### src/rtl/microc_stk_if.sv
// Program-memory and control-unit signals of the microc_stk datapath.
// The slave modport is the datapath side; master is the control/memory side.
interface microc_stk_if #(
  parameter int AW = 10
);
  logic [15:0]   instr;
  logic [AW-1:0] pc;
  logic [5:0]    opcode;
  logic          z;
  logic          c;
  logic          s_inc;
  logic          s_inm;
  logic          we3;
  logic          wez;
  logic [2:0]    op;
  logic          s_call;
  logic          s_ret;
  logic          stk_ovf;
  logic          stk_unf;

  modport master (
    output instr, s_inc, s_inm, we3, wez, op, s_call, s_ret,
    input  pc, opcode, z, c, stk_ovf, stk_unf
  );

  modport slave (
    input  instr, s_inc, s_inm, we3, wez, op, s_call, s_ret,
    output pc, opcode, z, c, stk_ovf, stk_unf
  );
endinterface

### src/rtl/microc_stk.sv
// Single-cycle parametrised datapath with zero/carry flags and a hardware return stack.
// Defining MICROC_STK_RSTACK_EN enables the return stack and the stk_ovf/stk_unf sticky flags.
module microc_stk #(
  parameter int DW = 8,
  parameter int AW = 10,
  parameter int SD = 4
) (
  input logic         clk,
  input logic         reset,
  microc_stk_if.slave bus
);

  logic [3:0]    w_ra1;
  logic [3:0]    w_ra2;
  logic [3:0]    w_wa3;
  logic [DW-1:0] w_a;
  logic [DW-1:0] w_b;
  logic [DW-1:0] w_res;
  logic [DW-1:0] w_wd;
  logic [DW:0]   w_add;
  logic [DW:0]   w_sub;
  logic          w_carry;
  logic          w_zero;
  logic [DW-1:0] r_rf [16];
  logic          r_z;
  logic          r_c;
  logic [AW-1:0] r_pc;
  logic [AW-1:0] w_pc_inc;
  logic [AW-1:0] w_target;
  logic [AW-1:0] w_pc_nxt;

  assign w_ra1 = bus.instr[11:8];
  assign w_ra2 = bus.instr[7:4];
  assign w_wa3 = bus.instr[3:0];

  // R0 is hard-wired to zero on both read ports.
  assign w_a = (w_ra1 == 4'd0) ? {DW{1'b0}} : r_rf[w_ra1];
  assign w_b = (w_ra2 == 4'd0) ? {DW{1'b0}} : r_rf[w_ra2];

  assign w_add = {1'b0, w_a} + {1'b0, w_b};
  assign w_sub = {1'b0, w_a} + {1'b0, ~w_b} + {{DW{1'b0}}, 1'b1};

  always_comb begin
    w_res   = {DW{1'b0}};
    w_carry = 1'b0;
    case (bus.op)
      3'b000: w_res = w_a;
      3'b001: w_res = ~w_a;
      3'b010: begin
        w_res   = w_add[DW-1:0];
        w_carry = w_add[DW];
      end
      3'b011: begin
        w_res   = w_sub[DW-1:0];
        w_carry = w_sub[DW];
      end
      3'b100: w_res = w_a & w_b;
      3'b101: w_res = w_a | w_b;
      3'b110: w_res = {DW{1'b0}} - w_a;
      3'b111: w_res = {DW{1'b0}} - w_b;
      default: begin
        w_res   = {DW{1'b0}};
        w_carry = 1'b0;
      end
    endcase
  end

  assign w_zero = (w_res == {DW{1'b0}});
  assign w_wd   = bus.s_inm ? DW'(bus.instr[7:0]) : w_res;

  // Register file contents are deliberately left out of reset.
  always_ff @(posedge clk) begin
    if (bus.we3 && (w_wa3 != 4'd0)) begin
      r_rf[w_wa3] <= w_wd;
    end
  end

  always_ff @(posedge clk or posedge reset) begin
    if (reset) begin
      r_z <= 1'b0;
      r_c <= 1'b0;
    end else if (bus.wez) begin
      r_z <= w_zero;
      r_c <= w_carry;
    end
  end

  assign w_pc_inc = r_pc + {{(AW-1){1'b0}}, 1'b1};
  assign w_target = bus.instr[AW-1:0];

`ifdef MICROC_STK_RSTACK_EN
  localparam int SPW = $clog2(SD + 1);
  localparam int IW  = $clog2(SD);

  logic [AW-1:0]  r_stk [SD];
  logic [SPW-1:0] r_sp;
  logic [SPW-1:0] w_top;
  logic           w_full;
  logic           w_empty;
  logic           w_push;
  logic           w_pop;
  logic           w_ovf_set;
  logic           w_unf_set;
  logic           r_ovf;
  logic           r_unf;

  assign w_full  = (r_sp == SPW'(SD));
  assign w_empty = (r_sp == {SPW{1'b0}});
  assign w_top   = r_sp - {{(SPW-1){1'b0}}, 1'b1};

  // Return outranks call; a call on a full stack still jumps but drops the push.
  always_comb begin
    w_pc_nxt  = w_pc_inc;
    w_push    = 1'b0;
    w_pop     = 1'b0;
    w_ovf_set = 1'b0;
    w_unf_set = 1'b0;
    if (bus.s_ret) begin
      if (w_empty) begin
        w_pc_nxt  = w_pc_inc;
        w_unf_set = 1'b1;
      end else begin
        w_pc_nxt = r_stk[w_top[IW-1:0]];
        w_pop    = 1'b1;
      end
    end else if (bus.s_call) begin
      w_pc_nxt = w_target;
      if (w_full) begin
        w_ovf_set = 1'b1;
      end else begin
        w_push = 1'b1;
      end
    end else if (!bus.s_inc) begin
      w_pc_nxt = w_target;
    end else begin
      w_pc_nxt = w_pc_inc;
    end
  end

  always_ff @(posedge clk) begin
    if (w_push) begin
      r_stk[r_sp[IW-1:0]] <= w_pc_inc;
    end
  end

  always_ff @(posedge clk or posedge reset) begin
    if (reset) begin
      r_sp  <= {SPW{1'b0}};
      r_ovf <= 1'b0;
      r_unf <= 1'b0;
    end else begin
      if (w_push) begin
        r_sp <= r_sp + {{(SPW-1){1'b0}}, 1'b1};
      end else if (w_pop) begin
        r_sp <= w_top;
      end
      if (w_ovf_set) begin
        r_ovf <= 1'b1;
      end
      if (w_unf_set) begin
        r_unf <= 1'b1;
      end
    end
  end

  assign bus.stk_ovf = r_ovf;
  assign bus.stk_unf = r_unf;
`else
  logic w_unused_ret;
  assign w_unused_ret = bus.s_ret;

  // Without the stack a call is a plain jump and a return is ignored.
  always_comb begin
    w_pc_nxt = w_pc_inc;
    if (bus.s_call || !bus.s_inc) begin
      w_pc_nxt = w_target;
    end else begin
      w_pc_nxt = w_pc_inc;
    end
  end

  assign bus.stk_ovf = 1'b0;
  assign bus.stk_unf = 1'b0;
`endif

  always_ff @(posedge clk or posedge reset) begin
    if (reset) begin
      r_pc <= {AW{1'b0}};
    end else begin
      r_pc <= w_pc_nxt;
    end
  end

  assign bus.pc     = r_pc;
  assign bus.opcode = bus.instr[15:10];
  assign bus.z      = r_z;
  assign bus.c      = r_c;

endmodule
### src/flat_wrapper.sv
// flat-port wrapper written by rule: the top's interface ports become plain ports
module microc_stk_flat 
#(
  parameter int DW = 8,
  parameter int AW = 10,
  parameter int SD = 4
)
  (clk, reset, bus_instr, bus_s_inc, bus_s_inm, bus_we3, bus_wez, bus_op, bus_s_call, bus_s_ret, bus_pc, bus_opcode, bus_z, bus_c, bus_stk_ovf, bus_stk_unf);
  microc_stk_if #(.AW(AW)) bus_i ();
  input logic clk;
  input logic reset;
  input wire logic [$bits(bus_i.instr)-1:0] bus_instr;
  input wire logic [$bits(bus_i.s_inc)-1:0] bus_s_inc;
  input wire logic [$bits(bus_i.s_inm)-1:0] bus_s_inm;
  input wire logic [$bits(bus_i.we3)-1:0] bus_we3;
  input wire logic [$bits(bus_i.wez)-1:0] bus_wez;
  input wire logic [$bits(bus_i.op)-1:0] bus_op;
  input wire logic [$bits(bus_i.s_call)-1:0] bus_s_call;
  input wire logic [$bits(bus_i.s_ret)-1:0] bus_s_ret;
  output wire logic [$bits(bus_i.pc)-1:0] bus_pc;
  output wire logic [$bits(bus_i.opcode)-1:0] bus_opcode;
  output wire logic [$bits(bus_i.z)-1:0] bus_z;
  output wire logic [$bits(bus_i.c)-1:0] bus_c;
  output wire logic [$bits(bus_i.stk_ovf)-1:0] bus_stk_ovf;
  output wire logic [$bits(bus_i.stk_unf)-1:0] bus_stk_unf;
  assign bus_i.instr = bus_instr;
  assign bus_i.s_inc = bus_s_inc;
  assign bus_i.s_inm = bus_s_inm;
  assign bus_i.we3 = bus_we3;
  assign bus_i.wez = bus_wez;
  assign bus_i.op = bus_op;
  assign bus_i.s_call = bus_s_call;
  assign bus_i.s_ret = bus_s_ret;
  assign bus_pc = bus_i.pc;
  assign bus_opcode = bus_i.opcode;
  assign bus_z = bus_i.z;
  assign bus_c = bus_i.c;
  assign bus_stk_ovf = bus_i.stk_ovf;
  assign bus_stk_unf = bus_i.stk_unf;
  microc_stk #(.DW(DW), .AW(AW), .SD(SD)) u_core (.clk(clk), .reset(reset), .bus(bus_i));
endmodule
### config.mk
export PLATFORM = sky130hd
export DESIGN_NAME = microc_stk_flat
export DESIGN_NICKNAME = d
export VERILOG_FILES = /design/src/rtl/microc_stk_if.sv /design/src/rtl/microc_stk.sv /design/src/flat_wrapper.sv
export SDC_FILE = /design/constraint.sdc
export NUM_CORES = 1
export LEC_CHECK = 0
export CAP_MARGIN = 25
export CORE_UTILIZATION = 48
export CTS_BUF_LIST = sky130_fd_sc_hd__clkbuf_4 sky130_fd_sc_hd__clkbuf_8
export DETAILED_ROUTE_END_ITERATION = 16
export PLACE_DENSITY = 0.66
export SLEW_MARGIN = 0
export SYNTH_ARGS = -nofsm -noshare
export SYNTH_HDL_FRONTEND = slang
export SYNTH_SLANG_ARGS = --single-unit
### constraint.sdc
create_clock -name clk -period 4.29 [get_ports clk]
set_input_delay 0.429 -clock clk [delete_from_list [all_inputs] [get_ports clk]]
set_output_delay 0.429 -clock clk [all_outputs]
set_load 0.02 [all_outputs]
==> results of run 1 <==
## per-layer routing
layer / GRT usage / up-vias
met5: 0 / -
met4: 0.0833 / 0
met3: 0.0381 / 32
met2: 0.443 / 274
met1: 0.354 / 3101
li1: - / 2752
## how the worst max path moves through the flow
stage	slack, ps	to
CTS	40	u_core.r_rf[5][7]
finish	160	u_core.r_rf[6][6]
detailed placement	-480	u_core.r_rf[11][7]
global placement	-420	u_core.r_rf[13][7]
floorplan	280	u_core.r_rf[10][7]
global route	8	u_core.r_rf[6][6]
## cells by family after synthesis
| group | count (synthesis) | share of synthesized area |
|---|---|---|
| muxes | 100 | 0.202 |
| xor gates and xnor gates | 17 | 0.0179 |
| and+or+nand+nor | 146 | 0.0878 |
| buffers and inverters | 73 | 0.0447 |
| other | 1 | 0.000451 |
| DFF | 138 | 0.492 |
| adders and majority gates | 26 | 0.0410 |
| AOI/OAI and AO/OA | 136 | 0.114 |
## cells in the final DEF (no fill, tap or decap), drive strengths merged, types with 22 or more instances in the layout
| cell | n |
|---|---|
| a21oi | 22 |
| buf | 119 |
| clkdlybuf4s50 | 31 |
| edfxtp | 126 |
| ha | 24 |
| inv | 32 |
| mux2i | 31 |
| mux4 | 50 |
| nand2 | 43 |
| nor2 | 32 |
| o21ai | 33 |
## registers in the layout (all words and copies together) (netlist names)
name           cells
u_core.r_rf      126
u_core.bus.pc     10
u_core.bus.c       1
u_core.bus.z       1
## worst reg2reg max path: stages, from the launching register on
cell and delay [ps]:
edfxtp_1 390, mux4_2 470, a22o_1 290, a221o_1 300
ha_1 330, o21ba_2 220, o21ai_1 200, a21oi_1 100
o21bai_1 180, a2111oi_1 120, or4_1 520, nand3_1 110
a31oi_1 130, mux2_4 380
## metrics by stage
stage / hold slack (ps) / setup TNS [ps] / instance area [sq um] / utilization / total power, uW
after floorplan: 294 / 0 / 8330 / - / 2060
after global placement: 494 / -14590 / 9580 / 0.571 / 2380
after detailed placement: 502 / -19450 / 9600 / 0.573 / 2400
after CTS: 284 / 0 / 10000 / 0.597 / 3440
final: 300 / 0 / 10100 / 0.604 / 3470
after global routing: 310 / 0 / 10100 / 0.604 / 3600
## timing repair
action | CTS | global route
hold endpoints to repair | 0 | 0
pin swaps | 0 | 4
setup endpoints to repair | 15 | 48
cloned | 0 | 2
resized for setup | 1 | 16
buffers inserted | 0 | 2
## power by group through the flow
stage | clock network [uW] | registers, uW | logic (uW)
floorplan | 0 | 1590 | 471
global placement | 0 | 1580 | 792
detailed placement | 0 | 1590 | 810
CTS | 1070 | 1560 | 815
global route | 1130 | 1560 | 914
finish | 1070 | 1560 | 846
## area by class of cell
type                       count  area, sq um  area share
clock buffer                  17          234      0.0231
clock inverter                15          166      0.0164
timing repair buffer         152         1290       0.128
sequential                   138         4080       0.404
inverter                      28          105      0.0104
multi-input combinational    434         3960       0.391
tap                          220          275      0.0272
==> impl_metrics.tcl, run 1 <==
set metrics [dict create \
    synth_top_area_frac 0.455 \
    switchingPower_uw 1010 \
    r2r_setup_slack_ps 270 \
    synth_seq_area_share 0.492 \
    syn_area_sq_um 8310 \
    top_layer "met4" \
    yosysTopAreaCell "edfxtp_1" \
    pwr_density_cell_nw_per_um2 343 \
    initial_core_util 0.496 \
    cpPeakStageDelay_ps 460 \
    drt_iter0_drc 564 \
    numClockSinks 138 \
    worstSetupStartpointType "input pin" \
    hold_viol_final 0 \
    ys.flop_type "edfxtp_1" \
    worst-path-buf-inv 6 \
    met2WireLength_mm 11.5 \
    path_cells "clkdlybuf4s50_1 -> buf_4 -> buf_4 -> mux2_2 -> a22oi_1 -> o21ai_0 -> o21ai_0 -> buf_4 -> inv_1 -> ha_1 -> inv_1 -> a21oi_1 -> nand2_1 -> a31oi_2 -> xnor2_1 -> o22ai_2 -> o32a_1 -> mux2_4" \
    ir_drop_mv 0.253 \
    fmax_ghz 0.242 \
    drv_slew 0 \
    synth.most_common_cell "edfxtp_1" \
    final_nets 824 \
    worst_path_max_delay_cell "clkdlybuf4s50_1" \
    dp_cells 967 \
    dieArea_sq_um 17800 \
    required_ps 4460 \
    crit_path_frequent_cell "buf_4" \
    die_h_um 134 \
    grt_max_degree 23 \
    reg2reg_depth 13 \
    cp-startpoint "bus_instr[10]" \
    antenna_cells 0 \
    criticalPathCategory "input pin to register" \
    clk_latency_ps 440 \
    vias 6159 \
    clock_skew_ps 9.86 \
    maxCapViolCount 0 \
    max_slew.worst_pin.slew_ps 1120 \
    drc 0 \
    area_growth_pct 21.8 \
    layout_min_cycle_time_ps 4130 \
    core_area_sq_um 16800 \
    p_comb_frac 0.244 \
    relSlewSlack 0.253 \
    endpoint_kind "register" \
    htreeDepth 4 \
    finalNonFillerCells 1004 \
    clkSlewWorstSetupHoldPaths_ps 80 \
    syn_area_per_cell_sq_um 13.0 \
    wl_met3_mm 1.39 \
    synth_enable_flop_cells 126 \
    power_switching_share 0.291 \
    syn_inst 637 \
    ys_top_cells_by_area "edfxtp_1 46%, mux4_2 11%, mux2i_1 3.7%" \
    arrival_ps 4290 \
    ys_types 78 \
    critPathMaxFanout 8 \
    groute.usage.overall 0.263 \
    period_share 0.962 \
    numCtsBuffers 17 \
    hp-class "input pin to async pin" \
    r2r-start "u_core.r_rf[14][1]" \
    outcome "finished, final reports clean" \
    p_int_uw 2460 \
    setup_viol 0 \
    rsz0062_at_grt "false" \
    fillers 1330 \
    viasPerCell 6.13 \
    ys_warn_count 0 \
    worst_slack_ps 164 \
    synthArstFlopShare 0.0870 \
    ys_seq_elements 138 \
    hpwl_mm 16.7 \
    clock_path_buffers 2 \
    gp_congestion 0.884 \
    grt_pass1_wl_mm 34.8 \
    wl_per_cell_um 22.8 \
    seqPwrFrac 0.449 \
    worstReg2RegEnd "u_core.r_rf[5][7]" \
    ios 47 \
    cts_hold_buf 0 \
    path_depth 18 \
    root_buffer "clkbuf_8" \
    p_clk_frac 0.307 \
    drive_gt1_frac 0.310 \
    grt_pass1_vias 6146 \
    crit_family "compound AO/OA/AOI/OAI gates" \
    ant_nets 0 \
    power.leakage_uw 0.00383 \
    rows 47 \
    cts_tree "built" \
    synth_top_cells_by_count "126 x edfxtp_1, 42 x mux4_2, 42 x nand2_1" \
    gr-total-overflow 0 \
    antenna_found_initial 0 \
    port_buffers 35 \
    postRouteWirelength_mm 22.9 \
    pre_cts_slack_ps -482 \
    first_pass_iters 5 \
    die_w_um 134 \
    wl_met1_mm 9.71 \
]
(Power assumes the default switching activity.)
==> inputs of run 2 (changes only) <==
--- a/config.mk
+++ b/config.mk
@@ -5,7 +5,7 @@
 export SDC_FILE = /design/constraint.sdc
 export NUM_CORES = 1
 export LEC_CHECK = 0
-export CAP_MARGIN = 25
+export CORE_MARGIN = 2
 export CORE_UTILIZATION = 48
 export CTS_BUF_LIST = sky130_fd_sc_hd__clkbuf_4 sky130_fd_sc_hd__clkbuf_8
 export DETAILED_ROUTE_END_ITERATION = 16
==> run 2 against run 1 <==
Against the previous run: global-route usage fell by 1.3 points; sequential share of layout area rose by 0.36 points; final cell count up 0.20%; combinational power down 2.8%; largest cell class unchanged; sequential power is essentially flat; clock skew up 1.4 ps; non-clock buffer count shrank 3; clock power increased by 5%; total power up 0.94%.
==> impl_metrics.tcl, run 2 (same netlist as run 1, synthesis figures left out) <==
set metrics [dict create \
    numClockSinks 138 \
    hp-class "input pin to async pin" \
    worst_path_max_delay_cell "mux4_1" \
    postRouteWirelength_mm 22.0 \
    fillers 1369 \
    root_buffer "clkbuf_8" \
    cpPeakStageDelay_ps 560 \
    largest_register_ffs 126 \
    endpoint_kind "register" \
    initial_core_util 0.485 \
    layout_min_cycle_time_ps 4130 \
    clock_skew_ps 11.2 \
    relSlewSlack 0.264 \
    setup_viol 0 \
    grt_pass1_vias 6010 \
    crit_path_frequent_cell "nor2_1" \
    ios 47 \
    clock_path_buffers 2 \
    layout_commonest_cell "edfxtp_1" \
    wl_per_cell_um 21.9 \
    ff_latch_area_sq_um 4080 \
    htreeDepth 4 \
    dp_cells 972 \
    core_area_sq_um 17100 \
    cts_tree "built" \
    gr-total-overflow 0 \
    area_growth_pct 20.7 \
    required_ps 4470 \
    groute.usage.overall 0.250 \
    max_slew.worst_pin.slew_ps 1100 \
    outcome "finished, final reports clean" \
    viasPerCell 5.98 \
    fmax_ghz 0.242 \
    critPathMaxFanout 16 \
    setup-tns-final_ps 0 \
    antenna_found_initial 0 \
    top_register "u_core.r_rf" \
    ir_drop_mv 0.270 \
    pwr_density_cell_nw_per_um2 349 \
    finalNonFillerCells 1006 \
    drv_slew 0 \
    grt_pass1_wl_mm 33.9 \
    port_buffers 35 \
    pre_cts_slack_ps -434 \
    maxCapViolCount 0 \
    vias 6013 \
    hpwl_mm 16.3 \
    numCtsBuffers 17 \
    multiInputGateArea_sq_um 3930 \
    die_w_um 136 \
    antenna_cells 0 \
    hold_viol_final 0 \
    finalCoreUtilization 0.586 \
    gp_congestion 0.889 \
    period_share 0.962 \
    clk_latency_ps 460 \
    drive_gt1_frac 0.300 \
    rows 48 \
    dieArea_sq_um 18400 \
    arrival_ps 4310 \
    whs_ps 264 \
    criticalPathCategory "input pin to register" \
    clkSlewWorstSetupHoldPaths_ps 80 \
    drc 0 \
    die_h_um 136 \
    path_cells "clkdlybuf4s50_1 -> buf_4 -> mux4_1 -> a22o_1 -> a221o_2 -> ha_1 -> nand2b_1 -> a21oi_1 -> nor2_1 -> nor2_1 -> a31oi_2 -> xnor2_1 -> o22ai_1 -> o32a_1 -> mux2_4" \
    worst-path-buf-inv 2 \
    final_nets 821 \
    drt_iter0_drc 541 \
    final_cell_mix "126 x edfxtp_1, 113 x buf_4, 42 x mux4_2, 42 x nand2_1" \
    worst_slack_ps 163 \
    grt_max_degree 27 \
    cts_hold_buf 0 \
    worstSetupStartpointType "input pin" \
    power.leakage_uw 0.00379 \
    first_pass_iters 5 \
    ant_nets 0 \
    crit_family "compound AO/OA/AOI/OAI gates" \
]
-- run 2: report_power, final --
| group | internal [uW] | total, uW | switching, uW |
|---|---|---|---|
| registers | 1540 | 1560 | 21.2 |
| logic | 388 | 822 | 434 |
| clock network | 587 | 1120 | 536 |
| total | 2510 | 3500 | 991 |
-- run 2: stage by stage --
stage | power [uW] | instance area, sq um
floorplan | 2060 | 8330
global placement | 2360 | 9550
detailed placement | 2380 | 9550
CTS | 3500 | 9970
global route | 3640 | 10000
finish | 3500 | 10000
-- run 2: area by class of cell --
type / count / share of cell area
Multi-Input combinational cell: 434 / 0.392
Tap cell: 225 / 0.0281
Timing Repair Buffer: 149 / 0.120
Clock buffer: 17 / 0.0233
Inverter: 28 / 0.0105
Clock inverter: 15 / 0.0188
Sequential cell: 138 / 0.407
-- run 2: repair_timing --
action,CTS,global route
endpoints found under the setup margin,0,32
resized for setup,0,13
buffers inserted,0,1
-- run 2: final timing paths --
check | endpoint | slack [ps] | cells past startpoint | start
max reg2reg | u_core.r_rf[4][7] | 250 | 13 | u_core.r_rf[14][1]
max | u_core.r_rf[1][6] | 160 | 15 | bus_instr[4]
min in group clk | u_core.bus.pc[8] | 530 | 4 | bus_instr[8]
min | u_core.bus.pc[9] | 260 | 2 | reset
min reg2reg | u_core.bus.z | 540 | 2 | u_core.bus.z
max in group asynchronous | u_core.bus.pc[5] | 3710 | 2 | reset
-- run 2: worst reg2reg max path: stages (launching register included) --
cell and delay (ps):
edfxtp_1 410, mux4_2 480, a22o_1 260, a221o_2 350, ha_1 340, a21o_1 190
a21o_1 190, a21o_1 200, a31oi_1 190, a211oi_1 120, or4_1 400, nand3_1 120
a31oi_2 160, mux2_4 370
-- run 2: metal layers --
layer,vias up,GRT usage,wire length (um)
met5,-,0,0
met2,244,0.409,10700
li1,2748,-,-
met3,48,0.0389,1390
met4,0,0.102,554
met1,2973,0.336,9360
